File: config.mk
export PLATFORM = sky130hd
export DESIGN_NAME = muldiv_unit
export DESIGN_NICKNAME = d
export VERILOG_FILES = /design/src/rtl/muldiv_pkg.sv /design/src/rtl/muldiv_div_core.sv /design/src/rtl/muldiv_unit.sv
export SDC_FILE = /design/constraint.sdc
export NUM_CORES = 2
export LEC_CHECK = 0
export ABC_CLOCK_PERIOD_IN_PS = 10200
export CORE_MARGIN = 2
export CORE_UTILIZATION = 45
export DETAILED_ROUTE_END_ITERATION = 7
export HOLD_SLACK_MARGIN = 0.08
export PLACE_DENSITY = 0.58
export SETUP_SLACK_MARGIN = 0.5
export SLEW_MARGIN = 20
export SYNTH_ARGS = -nofsm -noshare
export SYNTH_HDL_FRONTEND = slang
export SYNTH_SLANG_ARGS = --single-unit
File: constraint.sdc
create_clock -name clk -period 10.2 [get_ports clk]
set_input_delay 2.04 -clock clk [delete_from_list [all_inputs] [get_ports clk]]
set_output_delay 2.04 -clock clk [all_outputs]
set_load 0.02 [all_outputs]
File: src/rtl/muldiv_pkg.sv
// Shared encodings for the RV32M multiply/divide unit: funct3 op codes,
// FSM state codes and the default datapath width.
package muldiv_pkg;

    localparam int XLEN_DEFAULT = 32;

    // funct3 of the M-extension instructions
    localparam logic [2:0] OP_MUL    = 3'b000;
    localparam logic [2:0] OP_MULH   = 3'b001;
    localparam logic [2:0] OP_MULHSU = 3'b010;
    localparam logic [2:0] OP_MULHU  = 3'b011;
    localparam logic [2:0] OP_DIV    = 3'b100;
    localparam logic [2:0] OP_DIVU   = 3'b101;
    localparam logic [2:0] OP_REM    = 3'b110;
    localparam logic [2:0] OP_REMU   = 3'b111;

    typedef logic [2:0] state_t;

    localparam state_t ST_IDLE     = 3'd0;
    localparam state_t ST_MUL      = 3'd1;
    localparam state_t ST_DIV_INIT = 3'd2;
    localparam state_t ST_DIV_ITER = 3'd3;
    localparam state_t ST_DIV_FIX  = 3'd4;
    localparam state_t ST_DONE     = 3'd5;

    // Divide-class ops are the upper half of the funct3 space.
    function automatic logic is_div_op(input logic [2:0] f);
        return f[2];
    endfunction

endpackage

File: src/rtl/muldiv_div_core.sv
// Radix-2 restoring divider on unsigned magnitudes. One quotient bit per
// step; done_o flags the step that brings the bit counter to zero.
module muldiv_div_core
    import muldiv_pkg::*;
#(
    parameter int XLEN = XLEN_DEFAULT
) (
    input  logic            clk,
    input  logic            rst,
    input  logic            load_i,
    input  logic            step_i,
    input  logic [XLEN-1:0] dividend_i,
    input  logic [XLEN-1:0] divisor_i,
    output logic [XLEN-1:0] quo_o,
    output logic [XLEN-1:0] rem_o,
    output logic            done_o
);

    localparam int CW = $clog2(XLEN + 1);

    logic [XLEN-1:0] quo_q, quo_d;
    logic [XLEN-1:0] rem_q, rem_d;
    logic [XLEN-1:0] div_q, div_d;
    logic [CW-1:0]   cnt_q, cnt_d;
    logic [XLEN:0]   rem_sh;
    logic            fits;

    // Shift-subtract step; the partial remainder is always below the divisor,
    // so the difference fits in XLEN bits whenever the subtraction succeeds.
    always_comb begin
        rem_sh = {rem_q, quo_q[XLEN-1]};
        fits   = rem_sh >= {1'b0, div_q};
        quo_d  = quo_q;
        rem_d  = rem_q;
        div_d  = div_q;
        cnt_d  = cnt_q;
        if (load_i) begin
            quo_d = dividend_i;
            rem_d = '0;
            div_d = divisor_i;
            cnt_d = CW'(XLEN);
        end else if (step_i) begin
            rem_d = fits ? (rem_sh[XLEN-1:0] - div_q) : rem_sh[XLEN-1:0];
            quo_d = {quo_q[XLEN-2:0], fits};
            cnt_d = cnt_q - CW'(1);
        end
    end

    // Divider state registers
    always_ff @(posedge clk) begin
        if (rst) begin
            quo_q <= '0;
            rem_q <= '0;
            div_q <= '0;
            cnt_q <= '0;
        end else begin
            quo_q <= quo_d;
            rem_q <= rem_d;
            div_q <= div_d;
            cnt_q <= cnt_d;
        end
    end

    assign quo_o  = quo_q;
    assign rem_o  = rem_q;
    assign done_o = step_i & (cnt_q == CW'(1));

endmodule

File: src/rtl/muldiv_unit.sv
// Multi-cycle RV32M execute unit: pipelined fixed-latency multiply and an
// iterative divide with sign fixup. busy stalls EX while an op is in flight.
//
// state    | meaning
// ---------+-----------------------------------------------------------
// IDLE     | waiting for a request, in_ready high
// MUL      | multiply pipeline draining (MUL_LAT-1 cycles)
// DIV_INIT | magnitudes formed, divider loaded, early cases resolved
// DIV_ITER | one quotient bit per cycle
// DIV_FIX  | sign correction of quotient/remainder
// DONE     | out_valid pulse, result just updated
module muldiv_unit
    import muldiv_pkg::*;
#(
    parameter int XLEN      = XLEN_DEFAULT,
    parameter int MUL_LAT   = 2,
    parameter int DIV_EARLY = 1
) (
    input  logic            clk,
    input  logic            rst,
    input  logic            in_valid,
    output logic            in_ready,
    input  logic [2:0]      op,
    input  logic [XLEN-1:0] a,
    input  logic [XLEN-1:0] b,
    input  logic            flush,
    output logic            busy,
    output logic            out_valid,
    output logic [XLEN-1:0] result
);

    localparam logic [XLEN-1:0] INT_MIN      = {1'b1, {(XLEN-1){1'b0}}};
    localparam logic [1:0]      MUL_CNT_INIT = (MUL_LAT >= 2) ? 2'(MUL_LAT - 2) : 2'd0;

    state_t          state_q, state_d;
    logic [2:0]      op_q;
    logic [XLEN-1:0] a_q, b_q;
    logic [1:0]      mul_cnt_q, mul_cnt_d;
    logic [XLEN-1:0] result_q, result_d;
    logic            accept;

    logic [XLEN-1:0] mul_now, mul_final;

    logic            div_signed, div_is_rem, a_neg, b_neg, b_zero, ovf, early_go;
    logic [XLEN-1:0] mag_a, mag_b, early_res, fix_res, quo, rem;
    logic            div_done;

    assign busy      = (state_q != ST_IDLE);
    assign in_ready  = ~busy & ~rst;
    assign out_valid = (state_q == ST_DONE);
    assign result    = result_q;
    assign accept    = in_valid & in_ready & ~flush;

    // Full 2*XLEN product of sign/zero-extended operands; two's-complement
    // wraparound makes an unsigned multiply of the extended values exact.
    function automatic logic [XLEN-1:0] mul_select(input logic [2:0] f,
                                                   input logic [XLEN-1:0] x,
                                                   input logic [XLEN-1:0] y);
        logic            sx, sy;
        logic [2*XLEN-1:0] xe, ye, p;
        sx = (f != OP_MULHU);
        sy = (f != OP_MULHU) & (f != OP_MULHSU);
        xe = {{XLEN{sx & x[XLEN-1]}}, x};
        ye = {{XLEN{sy & y[XLEN-1]}}, y};
        p  = xe * ye;
        return (f == OP_MUL) ? p[XLEN-1:0] : p[2*XLEN-1:XLEN];
    endfunction

    // Single-cycle latency must multiply straight off the request inputs.
    assign mul_now = (MUL_LAT == 1) ? mul_select(op, a, b) : mul_select(op_q, a_q, b_q);

    if (MUL_LAT > 2) begin : g_mul_pipe
        logic [XLEN-1:0] pipe_q [MUL_LAT-2];

        // Delay line that stretches the product out to MUL_LAT cycles
        always_ff @(posedge clk) begin
            if (rst) begin
                for (int i = 0; i < MUL_LAT - 2; i++) pipe_q[i] <= '0;
            end else begin
                pipe_q[0] <= mul_now;
                for (int i = 1; i < MUL_LAT - 2; i++) pipe_q[i] <= pipe_q[i-1];
            end
        end

        assign mul_final = pipe_q[MUL_LAT-3];
    end else begin : g_mul_direct
        assign mul_final = mul_now;
    end

    // Divide operand conditioning, early cases and sign fixup
    always_comb begin
        div_signed = ~((op_q == OP_DIVU) | (op_q == OP_REMU));
        div_is_rem = (op_q == OP_REM) | (op_q == OP_REMU);
        a_neg      = div_signed & a_q[XLEN-1];
        b_neg      = div_signed & b_q[XLEN-1];
        mag_a      = a_neg ? -a_q : a_q;
        mag_b      = b_neg ? -b_q : b_q;
        b_zero     = (b_q == '0);
        ovf        = div_signed & (a_q == INT_MIN) & (b_q == '1);
        early_go   = (DIV_EARLY != 0) & (b_zero | ovf);
        if (b_zero) early_res = div_is_rem ? a_q : '1;
        else        early_res = div_is_rem ? '0 : a_q;
        // A zero divisor yields an all-ones quotient that must not be negated.
        if (div_is_rem) fix_res = a_neg ? -rem : rem;
        else            fix_res = ((a_neg ^ b_neg) & ~b_zero) ? -quo : quo;
    end

    muldiv_div_core #(
        .XLEN(XLEN)
    ) u_div_core (
        .clk       (clk),
        .rst       (rst),
        .load_i    (state_q == ST_DIV_INIT),
        .step_i    (state_q == ST_DIV_ITER),
        .dividend_i(mag_a),
        .divisor_i (mag_b),
        .quo_o     (quo),
        .rem_o     (rem),
        .done_o    (div_done)
    );

    // Next-state, multiply countdown and result capture on DONE entry
    always_comb begin
        state_d   = state_q;
        mul_cnt_d = mul_cnt_q;
        result_d  = result_q;
        case (state_q)
            ST_IDLE: begin
                if (accept) begin
                    mul_cnt_d = MUL_CNT_INIT;
                    if (is_div_op(op))     state_d = ST_DIV_INIT;
                    else if (MUL_LAT == 1) state_d = ST_DONE;
                    else                   state_d = ST_MUL;
                end
            end
            ST_MUL: begin
                if (mul_cnt_q == 2'd0) state_d = ST_DONE;
                else                   mul_cnt_d = mul_cnt_q - 2'd1;
            end
            ST_DIV_INIT: state_d = early_go ? ST_DONE : ST_DIV_ITER;
            ST_DIV_ITER: if (div_done) state_d = ST_DIV_FIX;
            ST_DIV_FIX:  state_d = ST_DONE;
            ST_DONE:     state_d = ST_IDLE;
            default:     state_d = ST_IDLE;
        endcase
        if (flush && (state_q != ST_IDLE)) state_d = ST_IDLE;
        if ((state_d == ST_DONE) && (state_q != ST_DONE)) begin
            case (state_q)
                ST_IDLE, ST_MUL: result_d = mul_final;
                ST_DIV_INIT:     result_d = early_res;
                default:         result_d = fix_res;
            endcase
        end
    end

    // Control and operand registers
    always_ff @(posedge clk) begin
        if (rst) begin
            state_q   <= ST_IDLE;
            op_q      <= '0;
            a_q       <= '0;
            b_q       <= '0;
            mul_cnt_q <= '0;
            result_q  <= '0;
        end else begin
            state_q   <= state_d;
            mul_cnt_q <= mul_cnt_d;
            result_q  <= result_d;
            if (accept) begin
                op_q <= op;
                a_q  <= a;
                b_q  <= b;
            end
        end
    end

endmodule

==> flow_metrics.tcl <==
set metrics [dict create \
    yosys.area.top_type "fa_1" \
    cts.repair.resized 0 \
    relSlewSlack_pct 21.5 \
    initial_core_util_pct 45.2 \
    crit_end "result[24]" \
    syn-instance-count 6108 \
    mappedNetlistNets 7557 \
    post_synth.cell_area_avg_sq_um 8.43 \
    synth_cell_area_sq_mm 0.0515 \
    wl_per_cell_microns 23.6 \
    final_setup_skew_ns 0.0330 \
    layout_setup_ws_ns 1.23 \
    detailedRoute.firstIterationViolations 3620 \
    weighted_congestion_reported_at_the_end_of_routability_driven_placement 0.950 \
    ys_warn_count 0 \
    die_w_microns 342 \
    detail-route-antenna-nets 0 \
    synth_sequential_area_ratio_pct 8.01 \
    drt_drc_violations_left 0 \
    path_class "flop to flop" \
    die-height_microns 342 \
    number_of_pins_exceeding_their_max_slew_limit_in_the_final_report 0 \
    grt_util_all_layers_pct 30.8 \
    ys_types 83 \
    worstHoldPathType "flop to flop" \
    finalSetupTns_ns 0 \
    dp_hpwl_mm 140 \
    rsz0062_at_grt "no" \
    cts_post_setup_buffers_inserted 0 \
    io_buffers 105 \
    timing.rr.end "result[24]" \
    yosys.cell_count.top_type "inv_1" \
    timing.rr.start "op_q[2]" \
    outcome "completed" \
    worst-slew-pin-transition_ns 1.18 \
    clock_slew_seen_by_the_registers_of_the_worst_setup_and_hold_paths_ns 0.07 \
    cts_root_buffer "clkbuf_16" \
    dp_slack_ns 1.04 \
    drt-pass1-iter-count 6 \
    pin_count_of_the_biggest_net_entering_global_routing 79 \
    finalNonFillerCells 7497 \
    achievable-frequency_ghz 0.111 \
    p_per_area_mw_per_mm2 62.8 \
    tritoncts.num_buffers 27 \
    clock_insertion_delay_worst_skew_ns 0.58 \
    maxCapViolations 0 \
    reg2reg_depth 25 \
    hold_path_depth 2 \
    via_count 41657 \
    finalWirelength_mm 177 \
    timing.final.setup_violations 0 \
    cts_sinks 206 \
    synthTopCellsByCount "inv_1 (1147), fa_1 (1126), nand2_1 (1090), and2_1 (310), a21oi_1 (308)" \
    final_layout_size_suffix_gt1_share_pct 4.41 \
    crit_fanout 11 \
    leakagePower_uw 0.0235 \
    layout-area-overhead-vs-synth_pct 6.57 \
    floorplan.core_area_sq_mm 0.114 \
    synth.area.top_cells "fa_1 (44%), inv_1 (8.4%), dfxtp_1 (8.0%)" \
    cts_htree_levels 1 \
    power_uw 3450 \
    synth_top_cell_area_share_pct 43.8 \
    post_place_cells 7447 \
    asyncSetResetFlopFracSynth_pct 0 \
    highest_ir_drop_seen_on_vdd_v 0.000115 \
    placementRows 124 \
    grt_pass1_wl_mm 272 \
    critical_path_data_arrival_time_ns 9.47 \
    antenna_found_initial 7 \
    min_period_over_period_pct 88.0 \
    grt_pass1_vias 42999 \
    start_kind "flop" \
    die_footprint_sq_mm 0.117 \
    crit_start "op_q[2]" \
    cts-hold-fix-buffers 0 \
    critPathRequiredTime_ns 10.69 \
    critical_path_end_type "flop" \
    synth_edf_count 0 \
    synth_ff_type "dfxtp_1" \
    cts_tree "built" \
    grt.overflow.total 0 \
    clockBufferDepth 3 \
    boundaryPins 106 \
    vias_cell 5.56 \
    ys_seq_elements 206 \
    num-nets-final 7413 \
    layout_min_cycle_time_ns 8.97 \
    reg2reg_setup_slack_ns 1.23 \
    report.final.hold_viol_count 0 \
]
cell type report:
| class | instances | area [sq um] |
|---|---|---|
| Timing Repair Buffer | 231 | 2020 |
| Tap cell | 1512 | 1890 |
| Clock inverter | 17 | 184 |
| Antenna cell | 2 | 5.00 |
| Fill cell | 11184 | 59000 |
| Clock buffer | 31 | 721 |
| Sequential cell | 206 | 4180 |
| Inverter | 1147 | 4310 |
| Multi-Input combinational cell | 4351 | 41600 |
placed cells by master, fill, tap and decap left out, types with 17 or more instances in the layout:
| master | instances |
|---|---|
| xnor2_1 | 107 |
| nand3_1 | 31 |
| a211oi_1 | 49 |
| a21o_1 | 40 |
| or3_1 | 31 |
| clkbuf_16 | 27 |
| and3_1 | 33 |
| buf_4 | 124 |
| dfxtp_2 | 47 |
| nor4_1 | 27 |
| nand2_1 | 1090 |
| o31ai_1 | 35 |
| a21oi_1 | 307 |
| o221ai_1 | 17 |
| dfxtp_1 | 159 |
| mux2i_1 | 31 |
| nor3_1 | 55 |
| nand4_1 | 20 |
| xor2_1 | 96 |
| fa_1 | 1126 |
| o21a_1 | 27 |
| a31oi_1 | 17 |
| ha_1 | 252 |
| o211ai_1 | 17 |
| nor2_1 | 247 |
| inv_1 | 1146 |
| clkdlybuf4s50_1 | 104 |
| and2_1 | 309 |
| o21ai_0 | 170 |
per-layer routing:
metal	wire length, microns	up-vias	global-route usage [%]
met3	13200	275	4.88
li1	-	18346	-
met1	75600	21483	42.7
met5	13	-	0
met4	8130	2	11.6
met2	79800	1551	48.8
registers in the layout, summed over array words and instances, names as in the netlist:
name / cells
a_q: 32
b_q: 32
result: 32
u_div_core.div_q: 32
u_div_core.quo_o: 32
u_div_core.rem_o: 32
u_div_core.cnt_q: 6
op_q: 3
state_q: 3
mul_cnt_q: 2
where the power goes:
group	internal [uW]	total, uW	switching, uW	leakage, uW
Sequential	835	949	114	0.00169
Combinational	541	1480	938	0.0213
Clock	584	1020	434	0.000447
Total	1960	3450	1490	0.0235
logic make-up (layout without fill, tap and decap cells):
logic type,after synthesis,count (layout),synth area share [%]
flip-flops,206,206,8.01
adder cells (fa/ha/maj),1378,1378,49.9
XOR/XNOR,203,203,3.45
buffers and inverters,1551,1426,11.4
multiplexers,33,33,0.646
other,0,2,0
AND/OR/NAND/NOR,1927,1927,16.8
AO/OA/AOI/OAI,810,810,9.78
worst min path at each step:
stage | start | end | slack (ns)
floorplan | u_div_core.div_q[11] | u_div_core.div_q[11] | 0.43
global placement | u_div_core.div_q[14] | u_div_core.div_q[14] | 0.44
detailed placement | u_div_core.div_q[11] | u_div_core.div_q[11] | 0.45
CTS | u_div_core.div_q[31] | u_div_core.div_q[31] | 0.46
global route | u_div_core.div_q[14] | u_div_core.div_q[14] | 0.47
finish | u_div_core.div_q[11] | u_div_core.div_q[11] | 0.45
stage by stage:
| step | area (sq um) | hold WS, ns | utilization [%] |
|---|---|---|---|
| detailed placement | 54000 | 0.449 | 47.4 |
| CTS | 54900 | 0.456 | 48.2 |
| floorplan | 51500 | 0.432 | - |
| global route | 54900 | 0.470 | 48.2 |
| finish | 54900 | 0.453 | 48.2 |
| global placement | 54000 | 0.443 | 47.4 |
worst max-delay path, stage by stage (launching register included):
cell	delay [ns]
dfxtp_1	0.49
nand3b_1	0.25
and2_2	0.40
nand2_1	0.15
inv_1	0.18
fa_1	0.50
fa_1	0.63
fa_1	0.54
inv_1	0.39
fa_1	0.52
fa_1	0.50
fa_1	0.57
fa_1	0.44
fa_1	0.49
inv_1	0.04
ha_1	0.37
o21a_1	0.14
a21oi_1	0.29
a2bb2oi_1	0.20
a21oi_1	0.08
nor2_1	0.16
o211ai_2	0.21
a211oi_4	0.48
o31ai_1	0.13
or4b_1	0.47
a211oi_1	0.23
Power figures use the tool's default switching activity.
